**src/rtl/base_initsink_pkg.sv**
```systemverilog
// Shared types for the init-sink block: FSM state encoding.
// Latency: n/a (types only).
// Backpressure: n/a (types only).
package base_initsink_pkg;

    // INIT must encode as 0 so the reset value of the state cell selects it.
    typedef enum logic {
        ST_INIT = 1'b0,
        ST_RUN  = 1'b1
    } state_t;

    localparam logic STATE_RSTV = 1'b0;

endpackage : base_initsink_pkg

```
**src/rtl/base_vlat_en.sv**
```systemverilog
// Enabled register cell: q loads d on the rising edge when en is high.
// Latency: 1 cycle from d to q.
// Backpressure: none; the enable is the only hold mechanism.
module base_vlat_en #(
    parameter int               WIDTH = 1,
    parameter logic [WIDTH-1:0] RSTV  = '0
) (
    input  logic             clk,
    input  logic             reset,
    input  logic             en,
    input  logic [WIDTH-1:0] d,
    output logic [WIDTH-1:0] q
);

    // Async active-low clear to RSTV; otherwise load on enable.
    always_ff @(posedge clk or negedge reset) begin
        if (!reset) begin
            q <= RSTV;
        end else if (en) begin
            q <= d;
        end
    end

endmodule : base_vlat_en

```
**src/rtl/base_initsink.sv**
```systemverilog
// Memory init sink: writes INITV to each index of an init stream, then forwards functional writes.
// Latency: 1 cycle from accepted beat to registered write port; one beat per cycle, no bubbles.
// Backpressure: init stream is always ready; functional writes are held off (i_wr_r=0) until init ends.
// Optional feature: define BASE_INITSINK_CHECK_EN to enable expected-index checking and o_err.
module base_initsink
    import base_initsink_pkg::*;
#(
    parameter int               LOG_COUNT = 1,
    parameter int               COUNT     = 2**LOG_COUNT,
    parameter int               WIDTH     = 8,
    parameter logic [WIDTH-1:0] INITV     = '0
) (
    input  logic               clk,
    input  logic               reset,
    input  logic               i_init_v,
    input  logic [0:LOG_COUNT-1] i_init_d,
    output logic               i_init_r,
    input  logic               i_wr_v,
    input  logic [0:LOG_COUNT-1] i_wr_a,
    input  logic [0:WIDTH-1]   i_wr_d,
    output logic               i_wr_r,
    output logic               o_we,
    output logic [0:LOG_COUNT-1] o_wa,
    output logic [0:WIDTH-1]   o_wd,
    output logic               o_done,
    output logic               o_err
);

    state_t               state_q;
    state_t               state_d;
    logic                 state_q_bit;
    logic                 state_d_bit;

    logic                 init_acc;
    logic                 we_d;
    logic [LOG_COUNT-1:0] wa_d;
    logic [WIDTH-1:0]     wd_d;
    logic                 done_set;

    logic [LOG_COUNT-1:0] wa_q;
    logic [WIDTH-1:0]     wd_q;

    assign state_d_bit = state_d;
    assign state_q     = state_t'(state_q_bit);

    // The init stream is never stalled; in RUN its beats are simply drained.
    assign init_acc = i_init_v & i_init_r;

    // Next-state and write-port selection; the init path owns the port until index 0 is seen.
    always_comb begin
        state_d  = state_q;
        i_init_r = 1'b1;
        i_wr_r   = 1'b0;
        we_d     = 1'b0;
        wa_d     = i_init_d;
        wd_d     = INITV;
        done_set = 1'b0;
        case (state_q)
            ST_INIT: begin
                if (init_acc) begin
                    we_d = 1'b1;
                    wa_d = i_init_d;
                    wd_d = INITV;
                    if (i_init_d == '0) begin
                        state_d  = ST_RUN;
                        done_set = 1'b1;
                    end
                end
            end
            ST_RUN: begin
                i_wr_r = 1'b1;
                wa_d   = i_wr_a;
                wd_d   = i_wr_d;
                we_d   = i_wr_v;
            end
            default: begin
                state_d = ST_INIT;
            end
        endcase
    end

    base_vlat_en #(.WIDTH(1), .RSTV(STATE_RSTV)) u_state (
        .clk   (clk),
        .reset (reset),
        .en    (1'b1),
        .d     (state_d_bit),
        .q     (state_q_bit)
    );

    // Write strobe is reloaded every cycle so it drops after an idle cycle.
    base_vlat_en #(.WIDTH(1), .RSTV(1'b0)) u_we (
        .clk   (clk),
        .reset (reset),
        .en    (1'b1),
        .d     (we_d),
        .q     (o_we)
    );

    // Address and data only move on a real write, holding their last value otherwise.
    base_vlat_en #(.WIDTH(LOG_COUNT), .RSTV('0)) u_wa (
        .clk   (clk),
        .reset (reset),
        .en    (we_d),
        .d     (wa_d),
        .q     (wa_q)
    );

    base_vlat_en #(.WIDTH(WIDTH), .RSTV('0)) u_wd (
        .clk   (clk),
        .reset (reset),
        .en    (we_d),
        .d     (wd_d),
        .q     (wd_q)
    );

    assign o_wa = wa_q;
    assign o_wd = wd_q;

    // Sticky completion flag, set on the same edge the FSM enters RUN.
    base_vlat_en #(.WIDTH(1), .RSTV(1'b0)) u_done (
        .clk   (clk),
        .reset (reset),
        .en    (done_set),
        .d     (1'b1),
        .q     (o_done)
    );

`ifdef BASE_INITSINK_CHECK_EN
    logic [LOG_COUNT-1:0] exp_q;
    logic [LOG_COUNT-1:0] exp_d;
    logic                 exp_en;
    logic                 err_set;

    // Expected index counts down from the top entry; any beat after init is an error.
    always_comb begin
        exp_en  = init_acc & (state_q == ST_INIT);
        exp_d   = exp_q - LOG_COUNT'(1);
        err_set = init_acc & ((state_q == ST_RUN) | (i_init_d != exp_q));
    end

    base_vlat_en #(.WIDTH(LOG_COUNT), .RSTV(LOG_COUNT'(COUNT - 1))) u_exp (
        .clk   (clk),
        .reset (reset),
        .en    (exp_en),
        .d     (exp_d),
        .q     (exp_q)
    );

    base_vlat_en #(.WIDTH(1), .RSTV(1'b0)) u_err (
        .clk   (clk),
        .reset (reset),
        .en    (err_set),
        .d     (1'b1),
        .q     (o_err)
    );
`else
    assign o_err = 1'b0;
`endif

endmodule : base_initsink
```
**config.mk**
```make
export PLATFORM = sky130hd
export DESIGN_NAME = base_initsink
export DESIGN_NICKNAME = d
export VERILOG_FILES = /design/src/rtl/base_initsink_pkg.sv /design/src/rtl/base_vlat_en.sv /design/src/rtl/base_initsink.sv
export SDC_FILE = /design/constraint.sdc
export NUM_CORES = 1
export LEC_CHECK = 0
export ABC_AREA = 1
export CAP_MARGIN = 20
export CORE_UTILIZATION = 36
export DETAILED_ROUTE_END_ITERATION = 8
export PLACE_DENSITY_LB_ADDON = 0.3
export SYNTH_ARGS = -nofsm -noshare
export SYNTH_HDL_FRONTEND = slang
export SYNTH_SLANG_ARGS = --single-unit
```
**constraint.sdc**
```tcl
create_clock -name clk -period 1.12 [get_ports clk]
set_input_delay 0.168 -clock clk [delete_from_list [all_inputs] [get_ports clk]]
set_output_delay 0.168 -clock clk [all_outputs]
set_load 0.005 [all_outputs]
```
==> Yosys cells after proc, flatten, opt, wreduce, memory -nomap -nowiden <==
Index checks and enable logic that the tools add are counted.
W data, S select, Z words.
{ "word_totals": {"inputBits": 14, "regBits": 12, "output_inout_bits": 14} }
{ "op_classes": {"mux": 9, "n_bitwise": 1} }
{ "op_table": {"columns": ["cell", "n"], "rows": [
  ["$pmux W8 S2", 1],
  ["$mux W1", 6],
  ["$pmux W1 S2", 2],
  ["$not A1 Y1", 1]
]} }

==> Logic depth before layout (Yosys ltp) <==
Gate-level depths: netlist of run 1.
{ "logic_depth": {"ltp_word": 3, "ltp_mapped": 5} }

==> Hierarchy <==
From an unflattened synthesis of run 1, not the netlist that was laid out.
{ "unflattened": {"hier_cells": 86, "hier_area_um2": 605.6} }
{ "modules_own_cells": {"columns": ["module", "seq_area_each_um2", "cells_each", "instances", "area_per_inst_um2"], "rows": [
  ["base_vlat_en (u_wd)", 200.2, 34, 1, 305.3],
  ["base_vlat_en (u_done ...)", 25.0, 5, 4, 40.0],
  ["base_initsink", 0.0, 32, 1, 140.1]
]} }

==> Worst setup path before layout of run 1 <==
OpenSTA, ideal clock, no wires.
{ "synth_path": {"path_kind": "register to register", "start": "reg u_state.q", "end": "reg u_wa.q", "path_buffers": 1, "synth_period_minus_slack_ns": 0.874, "setup_ns": 0.116, "required_ns": 1.004, "setup_slack_ns": 0.246, "arrival_ns": 0.758, "path_stages_with_launch": 6, "cell_sequence": "dfrtp_1 nand2_1 buf_6 nand2_4 nand2_1 nand2_1"} }
{ "synth_via": {"elab_chain_len": 2, "elab_cells_between_ends": 3, "cone_classes": "mux (2); bitwise (1)"} }
{ "synth_lines": {"columns": ["element", "line_no", "text"], "rows": [
  ["from (decl)", "base_vlat_en.sv:12", "output logic [WIDTH-1:0] q"],
  ["from (signal assigned)", "base_vlat_en.sv:18", "q <= RSTV;"],
  ["from (signal assigned)", "base_vlat_en.sv:20", "q <= d;"],
  ["$not A1 Y1", null, null],
  ["$pmux W1 S2 *", "base_initsink.sv:58", "case (state_q)"],
  ["net u_wa.en", "base_vlat_en.sv:10", "input logic en,"],
  ["to (signal assigned)", "base_vlat_en.sv:18", null],
  ["to (signal assigned)", "base_vlat_en.sv:20", null],
  ["to (decl)", "base_vlat_en.sv:12", null]
]} }
Mark *: on every way through the listed nets, which the timed path passes. The rest lies on a longest branch.
A chain may end at the register's enable or synchronous reset.

==> Worst setup path after layout of run 1 <==
{ "layout_path": {"start": "reg u_wd.q[2]", "end": "out o_wd[5] (netlist name)"} }
{ "layout_lines": {"columns": ["element", "line_no", "text"], "rows": [
  ["from (decl)", "base_vlat_en.sv:12", null],
  ["from (signal assigned)", "base_vlat_en.sv:18", null],
  ["from (signal assigned)", "base_vlat_en.sv:20", null],
  ["to (decl)", "base_initsink.sv:24", "output logic [0:WIDTH-1] o_wd,"]
]} }
No word-level cell between the ends.

==> results of run 1 <==
cells in the final DEF (no fill, tap or decap):
cell type / instances
conb_1: 2
nand3_1: 9
clkdlybuf4s50_1: 13
o21bai_1: 1
nand2_1: 24
clkdlybuf4s15_1: 1
inv_1: 3
nand2_4: 2
dlygate4sd2_1: 11
dfrtp_1: 12
clkbuf_4: 3
buf_4: 8
logic make-up after synthesis:
family / count (synthesis) / share of synthesized area
buffers and inverters: 6 / 0.0735
and+or+nand+nor: 35 / 0.309
AOI/OAI and AO/OA: 1 / 0.0147
other: 2 / 0.0147
DFF: 12 / 0.588
how the worst min path moves through the flow:
stage | slack (ps) | end
2_1_floorplan | -130 | u_done.q
3_3_place_gp | 460 | u_done.q
3_5_place_dp | 460 | u_done.q
4_1_cts | 190 | u_done.q
5_1_grt | 190 | u_done.q
6_report | 200 | u_done.q
per-stage QoR:
| step | hold WS, ps | instance area (um^2) | worst slack, ps | util | TNS, ps |
|---|---|---|---|---|---|
| floorplan | -128 | 510 | 246 | - | 0 |
| global placement | 462 | 783 | -11.7 | 0.594 | -19.0 |
| detailed placement | 464 | 783 | -11.1 | 0.594 | -18.5 |
| CTS | 188 | 813 | 12.6 | 0.617 | 0 |
| global route | 194 | 822 | -0.306 | 0.624 | -0.306 |
| finish | 195 | 822 | 38.4 | 0.624 | 0 |
cell type report:
| class | instances | area [um^2] |
|---|---|---|
| clock buffer | 3 | 22.5 |
| fill | 128 | 495 |
| inverter | 3 | 11.3 |
| multi-input combinational | 38 | 173 |
| sequential | 12 | 300 |
| tap | 15 | 18.8 |
| timing repair buffer | 33 | 297 |
registers in the layout (all words and copies together) (netlist names):
signal / count
u_wd.q: 8
u_done.q: 1
u_state.q: 1
u_wa.q: 1
u_we.q: 1
per-layer routing:
| metal | global-route usage | vias up | share of wire |
|---|---|---|---|
| li1 | - | 237 | - |
| met1 | 0.189 | 209 | 0.43 |
| met2 | 0.242 | 16 | 0.51 |
| met3 | 0.0341 | 2 | 0.050 |
| met4 | 0.129 | 0 | 0.0076 |
| met5 | 0 | - | 0 |
power by group:
group | total, W | switching (W) | internal (W)
Combinational | 0.000177 | 0.0000656 | 0.000111
Clock | 0.000254 | 0.000130 | 0.000124
Sequential | 0.000480 | 0.0000148 | 0.000465
repair_timing:
| item | 4_1_cts | 5_1_grt |
|---|---|---|
| endpoints found under the setup margin | 12 | 2 |
| hold endpoints to repair | 0 | 0 |
| gates resized for setup | 12 | 1 |
| setup buffers | 3 | 1 |
==> impl_metrics.yaml, run 1 <==
critical_path:
  r2r_start: "u_state.q"
  timing_worst_setup_path_type: "reg2out"
  critPathSlowestCell: "dfrtp_1"
  required_time_of_the_critical_path_ps: 950
  r2r.worst_path.cells: 6
  data_arrival_at_the_endpoint_of_the_critical_path_ps: 910
  critical_path_buf_inv_count: 1
  dominant_delay_contributor_by_cell_family_on_the_critical_path: "flip-flops"
  crit_cells: 1
  internal_reg_to_reg_setup_slack_ps: 90
  reg2reg_to: "u_wa.q"
  crit_path_max_incr_delay_ps: 390
  timing.critical_path.fanout_max: 2
  worstSetupStartpoint: "u_wd.q[2]"
  timing.critical_path.from_type: "flip-flop"
  crit_chain: "dlygate4sd2_1"
  worstSetupEndpoint: "o_wd[5]"
  end_kind: "primary output"
synth:
  avgSynthCellArea_um2: 9.12
  post-synth-top-count-cell: "nand2_1"
  ys.warnings.count: 0
  ys_dominant_reg_cell: "dfrtp_1"
  synthesis.area_um2: 510
  synthDominantAreaCellType: "dfrtp_1"
  mappedNetlistNets: 70
  synthDominantCellAreaShare: 0.588
  synth_edf_count: 0
  ys_ff_latch: 12
  synth.area.top_cells: "dfrtp_1, nand2_1, nand3_1"
  syn_inst: 56
  async_reset_ff_frac: 1.00
  seq_area_frac_synth: 0.588
  synth.cells.most_frequent: "nand2_1, dfrtp_1, nand3_1"
  netlist-cell-type-count: 9
sta:
  final-setup-viol-count: 0
  maxSlewViolCount: 0
  clock.fmax_mhz: 925
  hold_violations: 0
  final_critical_path_required_period_ps: 1080
  clock-skew-final_ps: 0.635
  timing.final.crit_share: 0.966
global_route:
  grt_remaining_overflow: 0
  grt_pass1_vias: 366
  antenna_violations_before_repair: 0
  grt_use_total: 0.159
  grt_max_degree: 13
  grt_pass1_wl_mm: 1.58
cells_and_area:
  area_growth_pct: 61.0
  antennaDiodeCount: 0
  drive_above_1_share: 0.146
  finish.net_count: 105
  instances_no_fill: 104
power_and_ir_drop:
  total_leakage_power_nw: 0.451
  pnr_total_power_w: 0.000911
  irDropWorstVdd_mv: 0.536
  cellPowerDensity_nw_per_um2: 1110
floorplanning:
  core-area_um2: 1320
  placement_rows: 13
  chipHeight_um: 39.7
  die_width_um: 39.7
  floorplan.die_area_um2: 1570
  io-pin-count: 28
  floorplan.initialDensity: 0.387
route:
  routedWlPerCell_um: 10.1
  detail_route.first_pass.iterations: 4
  viasPerCell: 4.46
  final_antenna_net_count: 0
  initialDrtViolationCount: 4
  routed_wirelength_mm: 1.05
  drt_drc_violations_left: 0
  vias: 464
clock_tree:
  cts_tree: "done"
  cts_hold_repair.buffers: 0
  clk_latency_ps: 260
  cts.path.max_buffers: 2
  cts-htree-levels: 1
  tritoncts.num_buffers: 3
  cts-root-buf: "clkbuf_4"
  cts_sinks: 12
  cts.reportedPaths.clkPinSlew_ps: 70
run:
  cap_viol_max_count: 0
run_status:
  status: "finished, final reports clean"
placement:
  dp.cells: 97
  place.detailed.hpwl_um: 788
  gp_congestion: 0.717
  numPortBuffers: 25
hold_path:
  worst_hold_path_type: "in2async"
Note: power is estimated with default switching activity, not from simulation.
==> inputs of run 2 (changes only) <==
- HOLD_SLACK_MARGIN: default -> 0.15
==> results of run 2 <==
The final DEF is identical to that of run 1; final timing and power are the same.
==> inputs of run 3 (changes only) <==
- ABC_AREA: 1 -> default
- CORE_UTILIZATION: 36 -> 38
==> run 3 against run 2 <==
Compared with the run above: clock-buffer cell count grew 1; fmax is 2.1% lower; wire length is 33% higher; flip-flop and latch count unchanged; largest power group unchanged; utilization up 9.8 points; global-route usage increased by 4.7 points; worst setup slack worse by 23 ps; via count increased by 3.2%; final cell count is 4.8% lower.
==> impl_metrics.yaml, run 3 <==
route:
  viasPerCell: 4.84
  routedWlPerCell_um: 14.1
  detail_route.first_pass.iterations: 2
  drt_drc_violations_left: 0
  final_antenna_net_count: 0
  initialDrtViolationCount: 7
  routed_wirelength_mm: 1.40
  vias: 479
sta:
  final-setup-viol-count: 0
  maxSlewViolCount: 0
  final_critical_path_required_period_ps: 1100
  clock.fmax_mhz: 905
  hold_violations: 0
  clock-skew-final_ps: 7.56
  rsz_0062_raised_after_global_routing: "true"
  timing.final.crit_share: 0.987
cells_and_area:
  area_growth_pct: 71.6
  antennaDiodeCount: 0
  largest_register_ff_count: 8
  drive_above_1_share: 0.369
  top_register: "u_wd.q"
  finish.net_count: 99
  most-common-layout-cells: "buf_4, clkdlybuf4s50_1, dfrtp_1, clkdlybuf4s15_1"
  mostFrequentLayoutCell: "buf_4"
  final_area_um2: 975
placement:
  place.detailed.hpwl_um: 887
  dpl_cell_area_um2: 851
  gp_congestion: 0.593
  numPortBuffers: 25
critical_path:
  data_arrival_at_the_endpoint_of_the_critical_path_ps: 1280
  crit_chain: "buf_4 > mux2_4 > a22o_1"
  r2r_start: "u_wd.q[6]"
  internal_reg_to_reg_setup_slack_ps: 20
  dominant_delay_contributor_by_cell_family_on_the_critical_path: "flip-flops"
  required_time_of_the_critical_path_ps: 1290
  reg2reg_to: "u_wd.q[6]"
  critPathSlowestCell: "dfrtp_1"
  r2r.worst_path.cells: 3
  timing.critical_path.fanout_max: 2
  crit_path_max_incr_delay_ps: 390
  end_kind: "flip-flop"
  timing_worst_setup_path_type: "reg2reg"
  critical_path_buf_inv_count: 1
  timing.critical_path.from_type: "flip-flop"
floorplanning:
  core-area_um2: 1350
  floorplan.initialDensity: 0.421
  io-pin-count: 28
  die_width_um: 40.7
  placement_rows: 13
  chipHeight_um: 40.7
  floorplan.die_area_um2: 1650
clock_tree:
  cts-htree-levels: 1
  tritoncts.num_buffers: 3
  cts.reportedPaths.clkPinSlew_ps: 80
  cts_sinks: 12
  cts-root-buf: "clkbuf_4"
  cts.path.max_buffers: 2
  cts_tree: "done"
  clk_latency_ps: 280
global_route:
  antenna_violations_before_repair: 0
  grt_pass1_vias: 460
  grt_max_degree: 13
  grt_pass1_wl_mm: 2.09
  grt_remaining_overflow: 0
  grt_use_total: 0.206
synth:
  synth.area.top_cells: "dfrtp_1, mux2_2, a22o_1"
  netlist-cell-type-count: 12
  post-synth-top-count-cell: "dfrtp_1"
  ys_ff_latch: 12
  ys.warnings.count: 0
  syn_inst: 42
  synthDominantCellAreaShare: 0.529
  mappedNetlistNets: 56
  synth_edf_count: 0
  seq_area_frac_synth: 0.529
  ys_dominant_reg_cell: "dfrtp_1"
  async_reset_ff_frac: 1.00
  synthesis.area_um2: 568
  avgSynthCellArea_um2: 13.5
  synthDominantAreaCellType: "dfrtp_1"
  synth.cells.most_frequent: "dfrtp_1, a22o_1, mux2_2"
run_status:
  status: "finished, final reports clean"
power_and_ir_drop:
  switching_share: 0.232
  switching_power_w: 0.000262
  pnr_total_power_w: 0.00113
  seqPwrFrac: 0.442
  total_leakage_power_nw: 0.465
  power_report.internal_total_w: 0.000870
  clock_power_share: 0.307
  cellPowerDensity_nw_per_um2: 1160
  irDropWorstVdd_mv: 0.667
  share_comb_of_total_power: 0.252
run:
  cap_viol_max_count: 0
hold_path:
  worst_hold_path_type: "in2async"
-- run 3: changes by cell type in the layout (fill, tap and decap cells not counted), sizes merged, moves of 2 or more --
cell / change
mux2: +9
a22o: +8
nand2b: +2
nand3: -9
inv: -3
nand2: -26
clkdlybuf4s15: +9
buf: +9
mux2i: +3
dlygate4sd2: -8
-- run 3: cell type report --
cell class	instances	area [um^2]
Timing Repair Buffer	42	375
Sequential cell	12	300
Tap cell	15	18.8
Multi-Input combinational cell	26	244
Clock buffer	4	36.3
Fill cell	107	375
-- run 3: kinds of logic after synthesis --
kind of cell           Yosys count  share of synthesized area
AO/OA/AOI/OAI                    9                      0.137
AND/OR/NAND/NOR                  3                     0.0286
flip-flops                      12                      0.529
other                            2                     0.0132
buffers and inverters            4                     0.0550
multiplexers                    12                      0.238
-- run 3: timing repair --
| action | in CTS | in global routing |
|---|---|---|
| cloned | 1 | 0 |
| gates resized for setup | 16 | 10 |
| hold buffers | 0 | 0 |
| endpoints found under the setup margin | 20 | 16 |
| pin swaps | 0 | 1 |
| buffers inserted | 10 | 0 |
-- run 3: power groups by stage --
stage	sequential (W)	clock, W	combinational [W]
5_1_grt	0.000506	0.000387	0.000309
3_5_place_dp	0.000516	0	0.000247
6_report	0.000500	0.000347	0.000285
3_3_place_gp	0.000513	0	0.000245
2_1_floorplan	0.000515	0	0.0000898
4_1_cts	0.000499	0.000362	0.000277
-- run 3: worst max path at each step --
stage / end / cells after the start / slack [ps] / from
CTS: u_wd.q[6] / 3 / 2 / u_wd.q[6]
global placement: u_wd.q[7] / 4 / -320 / i_wr_v
global route: u_wd.q[1] / 3 / -1 / u_wd.q[1]
detailed placement: u_wd.q[6] / 4 / -330 / i_wr_v
floorplan: u_wd.q[6] / 2 / 140 / u_wd.q[6]
finish: u_wd.q[6] / 3 / 20 / u_wd.q[6]
-- run 3: layer usage --
layer,vias up,part of all wire,track usage
met5,-,0,0
met4,0,0,0.0500
met3,0,0.098,0.109
met2,22,0.50,0.353
met1,227,0.40,0.221
li1,230,-,-
-- run 3: metrics by stage --
step	hold slack, ps	util	setup TNS, ps	instances	setup slack [ps]
final	188	0.722	0	99	15.1
after global routing	200	0.722	-1.14	99	-1.14
after CTS	183	0.710	0	99	1.98
after detailed placement	469	0.630	-2830	84	-330
after global placement	462	0.630	-2850	84	-319
after floorplan	-128	-	0	42	143
